--- src/rtl/asp_retx_engine.sv ---
`default_nettype none
// ============================================================================
// Module   : asp_retx_engine
// Purpose  : ASP transmit path. Accepts parity-protected words from the host,
//            discards words whose parity is wrong, and appends an XOR-fold keyed
//            tag. Tagged words are buffered in a small FIFO and sent to the
//            network in order, stop-and-wait. A word is resent when its ACK
//            times out, and it is dropped after MAX_RETRY resends.
// Revision : 1.0 - initial release
// ----------------------------------------------------------------------------
// Ports
//   clk                     in   clock, rising edge
//   reset                   in   asynchronous, active-low; clears all state
//   host_valid_in           in   host word valid
//   host_ready_out          out  FIFO can accept (count < DEPTH)
//   data_parity_in          in   [DATA_SIZE:1] data, [0] even-parity bit
//   network_ACK_in          in   ACK for the word in flight
//   network_data_ready_out  out  one-cycle strobe per (re)send
//   network_data_tag_out    out  {data, tag} of FIFO head, 0 when empty
//   parity_error_out        out  one-cycle pulse after a bad-parity accept
//   drop_out                out  one-cycle pulse when the head is abandoned
//   occupancy_out           out  FIFO entry count
// ============================================================================
module asp_retx_engine #(
  parameter int                  DATA_SIZE = 32,
  parameter int                  TAG_SIZE  = 8,
  parameter int                  DEPTH     = 4,
  parameter int                  TIMEOUT   = 64,
  parameter int                  MAX_RETRY = 3,
  parameter logic [TAG_SIZE-1:0] KEY       = 8'hA5
) (
  input  logic                          clk,
  input  logic                          reset,
  input  logic                          host_valid_in,
  output logic                          host_ready_out,
  input  logic [DATA_SIZE:0]            data_parity_in,
  input  logic                          network_ACK_in,
  output logic                          network_data_ready_out,
  output logic [DATA_SIZE+TAG_SIZE-1:0] network_data_tag_out,
  output logic                          parity_error_out,
  output logic                          drop_out,
  output logic [$clog2(DEPTH):0]        occupancy_out
);

  // --------------------------------------------------------------------------
  // Derived sizes and constants
  // --------------------------------------------------------------------------
  localparam int c_SLICES = DATA_SIZE / TAG_SIZE;
  localparam int c_PW     = $clog2(DEPTH);
  localparam int c_CW     = c_PW + 1;
  localparam int c_TW     = $clog2(TIMEOUT);
  // One spare bit so the counter can hold MAX_RETRY even when it is 0.
  localparam int c_RW     = $clog2(MAX_RETRY + 2);
  localparam int c_EW     = DATA_SIZE + TAG_SIZE;

  localparam logic [c_CW-1:0] c_DEPTH      = c_CW'(DEPTH);
  localparam logic [c_TW-1:0] c_TIMER_LAST = c_TW'(TIMEOUT - 1);
  localparam logic [c_RW-1:0] c_RETRY_MAX  = c_RW'(MAX_RETRY);

  typedef enum logic [1:0] {
    ST_IDLE = 2'd0,
    ST_SEND = 2'd1,
    ST_WAIT = 2'd2
  } state_t;

  // --------------------------------------------------------------------------
  // Declarations
  // --------------------------------------------------------------------------
  logic [DATA_SIZE-1:0] w_data;
  logic                 w_par_bit;
  logic                 w_par_bad;
  logic                 w_accept;
  logic                 w_push;
  logic                 w_pop;
  logic                 w_send;
  logic                 w_drop;
  logic [TAG_SIZE-1:0]  w_tag;

  logic [c_EW-1:0]      r_mem [DEPTH];
  logic [c_PW-1:0]      r_wr_ptr;
  logic [c_PW-1:0]      r_rd_ptr;
  logic [c_CW-1:0]      r_count;
  logic                 r_perr;

  state_t               r_state;
  state_t               w_state_nxt;
  logic [c_TW-1:0]      r_timer;
  logic [c_TW-1:0]      w_timer_nxt;
  logic [c_RW-1:0]      r_retry;
  logic [c_RW-1:0]      w_retry_nxt;

  // --------------------------------------------------------------------------
  // Host side: parity check and tag generation
  // --------------------------------------------------------------------------
  assign w_data    = data_parity_in[DATA_SIZE:1];
  assign w_par_bit = data_parity_in[0];
  assign w_par_bad = (^w_data) != w_par_bit;

  assign host_ready_out = (r_count < c_DEPTH);
  assign w_accept       = host_valid_in && host_ready_out;
  // Bad-parity words complete the handshake but are never stored.
  assign w_push         = w_accept && !w_par_bad;

  // XOR-fold of all TAG_SIZE slices of the payload, keyed.
  always_comb begin
    w_tag = KEY;
    for (int i = 0; i < c_SLICES; i++) begin
      w_tag = w_tag ^ w_data[i*TAG_SIZE +: TAG_SIZE];
    end
  end

  // --------------------------------------------------------------------------
  // Retransmit FIFO
  // --------------------------------------------------------------------------
  // Storage needs no reset: the head is masked to zero while the FIFO is empty.
  always_ff @(posedge clk) begin
    if (w_push) begin
      r_mem[r_wr_ptr] <= {w_data, w_tag};
    end
  end

  // Pointers are exactly c_PW bits wide, so +1 wraps modulo DEPTH.
  always_ff @(posedge clk or negedge reset) begin
    if (!reset) begin
      r_wr_ptr <= '0;
      r_rd_ptr <= '0;
      r_count  <= '0;
      r_perr   <= 1'b0;
    end else begin
      r_perr <= w_accept && w_par_bad;
      if (w_push) begin
        r_wr_ptr <= r_wr_ptr + 1'b1;
      end
      if (w_pop) begin
        r_rd_ptr <= r_rd_ptr + 1'b1;
      end
      case ({w_push, w_pop})
        2'b10:   r_count <= r_count + 1'b1;
        2'b01:   r_count <= r_count - 1'b1;
        default: r_count <= r_count;
      endcase
    end
  end

  // --------------------------------------------------------------------------
  // Stop-and-wait FSM: state register
  // --------------------------------------------------------------------------
  always_ff @(posedge clk or negedge reset) begin
    if (!reset) begin
      r_state <= ST_IDLE;
      r_timer <= '0;
      r_retry <= '0;
    end else begin
      r_state <= w_state_nxt;
      r_timer <= w_timer_nxt;
      r_retry <= w_retry_nxt;
    end
  end

  // --------------------------------------------------------------------------
  // Stop-and-wait FSM: next state and outputs
  // --------------------------------------------------------------------------
  always_comb begin
    w_state_nxt = r_state;
    w_timer_nxt = r_timer;
    w_retry_nxt = r_retry;
    w_pop       = 1'b0;
    w_send      = 1'b0;
    w_drop      = 1'b0;

    case (r_state)
      ST_IDLE: begin
        if (r_count != '0) begin
          w_state_nxt = ST_SEND;
        end
      end

      ST_SEND: begin
        w_send      = 1'b1;
        w_timer_nxt = '0;
        w_state_nxt = ST_WAIT;
      end

      ST_WAIT: begin
        // ACK takes priority over a timeout landing in the same cycle.
        if (network_ACK_in) begin
          w_pop       = 1'b1;
          w_retry_nxt = '0;
          w_state_nxt = ST_IDLE;
        end else if (r_timer == c_TIMER_LAST) begin
          if (r_retry < c_RETRY_MAX) begin
            w_retry_nxt = r_retry + 1'b1;
            w_state_nxt = ST_SEND;
          end else begin
            // Retries exhausted: abandon the head so the queue keeps moving.
            w_pop       = 1'b1;
            w_drop      = 1'b1;
            w_retry_nxt = '0;
            w_state_nxt = ST_IDLE;
          end
        end else begin
          w_timer_nxt = r_timer + 1'b1;
        end
      end

      default: begin
        w_state_nxt = ST_IDLE;
      end
    endcase
  end

  // --------------------------------------------------------------------------
  // Outputs
  // --------------------------------------------------------------------------
  assign network_data_ready_out = w_send;
  assign drop_out               = w_drop;
  assign parity_error_out       = r_perr;
  assign occupancy_out          = r_count;
  assign network_data_tag_out   = (r_count == '0) ? '0 : r_mem[r_rd_ptr];

endmodule

`default_nettype wire

--- config.mk ---
export PLATFORM = sky130hd
export DESIGN_NAME = asp_retx_engine
export DESIGN_NICKNAME = d
export VERILOG_FILES = /design/src/rtl/asp_retx_engine.sv
export SDC_FILE = /design/constraint.sdc
export NUM_CORES = 1
export LEC_CHECK = 0
export CAP_MARGIN = 20
export CORE_ASPECT_RATIO = 1.25
export CORE_UTILIZATION = 50
export CTS_CLUSTER_DIAMETER = 200
export DETAILED_ROUTE_END_ITERATION = 8
export PLACE_DENSITY = 0.83
export SKIP_LAST_GASP = 1
export SLEW_MARGIN = 20
export SYNTH_ARGS = -nofsm -noshare
export SYNTH_HDL_FRONTEND = slang
export SYNTH_SLANG_ARGS = --single-unit
--- constraint.sdc ---
create_clock -name clk -period 2.6 [get_ports clk]
set_input_delay 0.52 -clock clk [delete_from_list [all_inputs] [get_ports clk]]
set_output_delay 0.52 -clock clk [all_outputs]
set_load 0.02 [all_outputs]
Word level (Yosys, flattened, before mapping)
Memories as Yosys holds them, arrays and structs flattened.
Cells that the tools add are included.
Widths: inputs -> output; s select.
{"block": "classes", "magnitude_cmp": 2, "muxes": 22, "reduce_logical": 14, "bitwise_logic": 4, "n_eq_ne": 10, "n_addsub": 6}
{"operator": "$mux 40", "n": 1}
{"operator": "$reduce_xor 32->1", "n": 1}
{"operator": "$xor 8x8->8", "n": 3}
{"operator": "$mux 6", "n": 2}
{"operator": "$pmux 6 s2", "n": 1}
{"operator": "$mux 1", "n": 10}
{"operator": "$mux 3", "n": 3}
{"operator": "$add 3x1->3 const B", "n": 2}
{"operator": "$add 6x1->6 const B", "n": 1}
{"operator": "$eq 6x6->1 const B", "n": 1}
{"operator": "$mux 2", "n": 3}
{"operator": "$ne 2x2->1 const B", "n": 3}
{"operator": "$pmux 2 s3", "n": 1}
{"operator": "$pmux 3 s2", "n": 1}
{"operator": "$reduce_bool 2->1", "n": 3}
{"operator": "$add 2x1->2 const B", "n": 2}
{"operator": "$eq 2x1->1 const B", "n": 2}
{"operator": "$eq 2x2->1 const B", "n": 2}
{"operator": "$not 4->4", "n": 1}
{"operator": "$reduce_and 2->1", "n": 2}
{"operator": "$logic_and 1x1->1", "n": 3}
{"operator": "$logic_not 3->1", "n": 1}
{"operator": "$lt 3x2->1 const B", "n": 1}
{"operator": "$lt 3x3->1 const B", "n": 1}
{"operator": "other kinds (7)", "n": 7}
{"block": "totals", "word_cells": 66, "mem_bits_rw": 160, "input_bits": 37, "ff_bits": 19, "output_inout_bits": 47, "mem_count": 1}
{"name": "r_mem", "words": 4, "width": 40, "read_ports": 1, "rd_clocked_by_memory_dff": 0, "wr": 1, "line": "79", "rtl": "logic [c_EW-1:0] r_mem [DEPTH];"}

Logic depth before layout (Yosys ltp)
{"block": "depth", "word_depth": 7, "depth_mapped": 12, "depth_no_buf": 12}

Worst setup path after synthesis
OpenSTA, ideal clock, no wires.
{"block": "synth_timing", "path_kind": "input to register", "start": "input data_parity_in[18]", "end": "register r_count[2] (netlist: occupancy_out[2])", "cell_stages": 12, "setup_time_ns": 0.080, "arrival_ns": 2.829, "slack_ns": -0.309, "n_path_buf": 0, "required_ns": 2.520, "path_cell_list": "xor2_1 xnor2_1 xor2_1 xnor3_2 mux2i_4 inv_1 ha_1 inv_1 fa_1 xor2_1 nor2_1 xnor2_1"}
{"block": "synth_via", "elab_chain_cells": 6, "word_cells_on_any_way": 8, "classes_between": "3 x eq/ne; 1 x mux; 4 x reduce/logical"}
{"element": "start, declared", "line": "36", "rtl": "input logic [DATA_SIZE:0] data_parity_in,"}
{"element": "$reduce_xor 32->1 *", "line": "97", "rtl": "assign w_par_bad = (^w_data) != w_par_bit;"}
{"element": "$ne 1x1->1 *", "line": "97"}
{"element": "$logic_not 1->1 *", "line": "102", "rtl": "assign w_push = w_accept && !w_par_bad;"}
{"element": "$logic_and 1x1->1 *", "line": "102"}
{"element": "$eq 2x1->1 or $eq 2x2->1 (tied branches)", "line": "137", "rtl": "case ({w_push, w_pop})"}
{"element": "$pmux 3 s2 or $reduce_bool 2->1 (tied branches)"}
{"element": "end signal, assigned", "line": "138", "rtl": "2'b10: r_count <= r_count + 1'b1;"}
{"element": "end signal, assigned", "line": "139", "rtl": "2'b01: r_count <= r_count - 1'b1;"}
{"element": "end signal, assigned", "line": "140", "rtl": "default: r_count <= r_count;"}
{"element": "end, declared", "line": "82", "rtl": "logic [c_CW-1:0] r_count;"}
Mark *: on every way between the ends. The rest lies on a longest branch, timed or not.
A chain may end at the register's enable or synchronous reset.

Final worst setup path
{"block": "layout_timing", "start": "input data_parity_in[25]", "end": "register r_count[2] (netlist: occupancy_out[2])"}
Same word-level chain as after synthesis.

==> flow_metrics.py <==
metrics = {
    "synth": {
        "post_synth_num_cell_types": 34,
        "netlist_instances": 382,
        "synth.avg_cell_area_sq_um": 19.1,
        "ys_ff_latch": 179,
        "yosys_warnings": 0,
        "syn-num-nets": 427,
        "ys_seq_area_share_pct": 72.2,
        "syn-cell-area_sq_um": 7310,
    },
    "place": {
        "post-place-cells": 671,
        "place.gp.congestion": 0.832,
        "placed_area_sq_um": 8900,
        "dp_hpwl_microns": 9150,
        "pre_cts_slack_ns": -0.944,
        "numPortBuffers": 83,
    },
    "worst_hold_path": {
        "hold_depth": 1,
        "min_from": "data_parity_in[2]",
        "min_path_type": "primary input to flip-flop",
        "hold_end": "r_mem[3][9]$_DFFE_PP_",
    },
    "floorplanning": {
        "io_pins": 84,
        "die_h_microns": 137,
        "rows": 49,
        "core_area_sq_um": 14300,
        "initial_utilization_pct": 51.0,
        "die_w_microns": 110,
        "design.die.area_sq_um": 15100,
    },
    "critical_path": {
        "slowest_delay_ns": 0.49,
        "critPathLaunchType": "primary input",
        "path_max_fanout": 5,
        "reg2reg_from": "r_timer[0]$_DFFE_PN0P_",
        "r2r-end": "occupancy_out[2]$_DFFE_PN0P_",
        "reg2reg_depth": 11,
        "timing.reg2reg.setup_slack_ns": 0.26,
        "slowest_stage": "xnor3_2",
        "path_cells": "buf_2 -> xnor2_2 -> xnor2_2 -> xor2_1 -> xnor3_2 -> mux2i_4 -> inv_2 -> ha_4 -> inv_2 -> fa_2 -> xor2_1 -> nor2_1 -> xnor2_1",
        "crit_type": "primary input to flip-flop",
        "crit_arrival_ns": 2.99,
        "end_kind": "flip-flop",
        "cp_data_required_time_ns": 2.95,
    },
    "sta": {
        "finClkSkew_ns": 0.0163,
        "hold_violations": 0,
        "timing.final.crit_period_ns": 2.63,
        "whs_ns": 0.345,
        "drv_slew": 0,
        "finalSetupViolCount": 1,
        "fmax_mhz": 380,
        "setup_ws_ns": -0.0341,
        "fin_crit_sh_pct": 101,
        "slew_headroom_pct": 42.4,
        "tightestPinTransition_ns": 0.861,
        "fin_setup_tns_ns": -0.0341,
        "rsz0062_at_grt": "true",
    },
    "grt": {
        "antenna_found_initial": 0,
        "grt_pass1_wl_microns": 22300,
        "grt_pass1_vias": 4058,
        "grtUsageTotal_pct": 21.1,
        "grt_max_degree": 27,
        "grt_overflow": 0,
    },
    "run": {
        "drv_cap": 0,
    },
    "clock_tree": {
        "clkTransAtPathRegs_ns": 0.07,
        "cts_buffer_depth": 2,
        "clock_latency_ns": 0.43,
        "clock_sinks": 179,
        "cts_inserted_buffers": 17,
        "postCtsHoldBufs": 0,
        "root_buffer": "clkbuf_16",
        "cts_htree_levels": 4,
        "cts_tree": "yes",
    },
    "layout": {
        "fillers": 924,
        "multi_input_area_sq_um": 2310,
        "drive_gt1_share_pct": 42.5,
        "final_util_pct": 67.4,
        "fin_nets": 575,
        "insertedDiodeCount": 0,
        "layout_commonest_cell": "edfxtp_1",
        "seq_area_sq_um": 5280,
        "fin_cells": 721,
        "fin_area_sq_um": 9670,
        "mostFrequentLayoutCells": "edfxtp_1 (160), buf_4 (50), nor2b_1 (41), mux4_2 (40), buf_2 (25)",
        "area_growth_pct": 32.3,
    },
    "routing": {
        "wl_microns": 15100,
        "avgRoutedWirePerCell_microns": 20.9,
        "first_iter_violations": 230,
        "remaining_drc_errors": 0,
        "viasPerCell": 5.45,
        "num_vias": 3929,
        "ant_nets": 0,
        "drt-pass1-iter-count": 4,
    },
    "power_and_ir_drop": {
        "p_leak_nw": 3.55,
        "power_density_nw_per_um2": 1100,
        "vdd_ir_drop_max_uv": 638,
        "power_mw": 10.7,
    },
    "run_status": {
        "outcome": "finished, violations left",
        "violations": "setup timing",
    },
}
-- kinds of logic (layout without fill, tap and decap cells) --
group	after synthesis	count (layout)	share of synthesized area, %
mux	43	43	13.0
buf+inv	22	183	1.18
xor+xnor	39	39	5.08
compound gates	12	12	0.924
fa+ha+maj	8	8	1.47
flops	179	179	72.2
simple gates	79	79	6.13
-- flip-flops by register name, indices dropped and copies added (netlist names) --
register and count:
r_mem 160, r_retry 3, r_state 2, r_rd_ptr 2, occupancy_out 3, r_timer 6, parity_error_out 1, r_wr_ptr 2
-- worst max-delay path by stage --
stage / endpoint / slack, ns / from
2_1_floorplan: occupancy_out[2]$_DFFE_PN0P_ / -0.22 / data_parity_in[8]
3_3_place_gp: occupancy_out[2]$_DFFE_PN0P_ / -0.84 / data_parity_in[12]
3_5_place_dp: occupancy_out[2]$_DFFE_PN0P_ / -0.94 / data_parity_in[27]
4_1_cts: occupancy_out[2]$_DFFE_PN0P_ / -0.10 / data_parity_in[20]
5_1_grt: occupancy_out[2]$_DFFE_PN0P_ / -0.13 / data_parity_in[25]
6_report: occupancy_out[2]$_DFFE_PN0P_ / -0.03 / data_parity_in[25]
-- critical path, delay by kind of cell --
family                     cells  cell delay (ns)
xor gates and xnor gates       6             1.40
adders and majority gates      2             0.46
buffers and inverters          3             0.25
muxes                          1             0.21
and+or+nand+nor                1             0.13
-- cell usage after synthesis --
| library cell | count | share of area (%) |
|---|---|---|
| nand4_1 | 1 | 0.086 |
| buf_2 | 3 | 0.21 |
| nor2_1 | 8 | 0.41 |
| nor3_1 | 2 | 0.14 |
| and3_1 | 1 | 0.086 |
| xnor2_1 | 26 | 3.1 |
| xor2_1 | 11 | 1.3 |
| a31oi_1 | 1 | 0.086 |
| nand3_1 | 2 | 0.14 |
| a22o_1 | 1 | 0.12 |
| clkbuf_1 | 6 | 0.31 |
| ha_1 | 7 | 1.2 |
| and2_2 | 4 | 0.41 |
| nand2_1 | 11 | 0.56 |
| mux2i_4 | 1 | 0.31 |
| mux4_2 | 40 | 12 |
| o21ai_1 | 1 | 0.068 |
| a21o_1 | 1 | 0.10 |
| nor3b_1 | 1 | 0.10 |
| buf_1 | 5 | 0.26 |
| mux2_4 | 1 | 0.21 |
| mux2i_1 | 1 | 0.14 |
| nand2b_1 | 2 | 0.17 |
| fa_1 | 1 | 0.27 |
| a21oi_1 | 2 | 0.14 |
| xnor3_2 | 1 | 0.33 |
| inv_1 | 8 | 0.41 |
| nor4_1 | 2 | 0.17 |
| o21ai_0 | 6 | 0.41 |
| nor2b_1 | 44 | 3.8 |
| xor3_1 | 1 | 0.33 |
| dfrtp_1 | 19 | 6.5 |
| or2_2 | 1 | 0.086 |
| edfxtp_1 | 160 | 66 |
-- power by group --
part / leakage, nW / switching, mW / internal, mW
Clock: 0.259 / 1.04 / 1.41
Sequential: 1.69 / 0.191 / 3.61
Combinational: 1.61 / 2.22 / 2.19
Total: 3.55 / 3.45 / 7.21
-- timing repair --
item,in CTS,in global routing
setup buffers,17,3
pin swaps,26,22
cloned,0,0
endpoints found under the setup margin,203,29
gates resized for setup,210,72
-- cell type report --
cell class	count	area share, %
flip-flops and latches	179	54.6
clock buffers	19	4.48
well taps	178	2.30
multi-input cells	181	23.9
clock inverters	13	1.40
repair buffers	143	13.0
inverters	8	0.310
-- metal layers --
layer | GRT usage (%) | up-vias | wire length (microns)
li1 | - | 1758 | -
met2 | 37.7 | 126 | 8420
met1 | 25.7 | 2029 | 5760
met4 | 6.07 | 0 | 185
met3 | 4.49 | 16 | 715
met5 | 0 | - | 0
(Power assumes the default switching activity.)
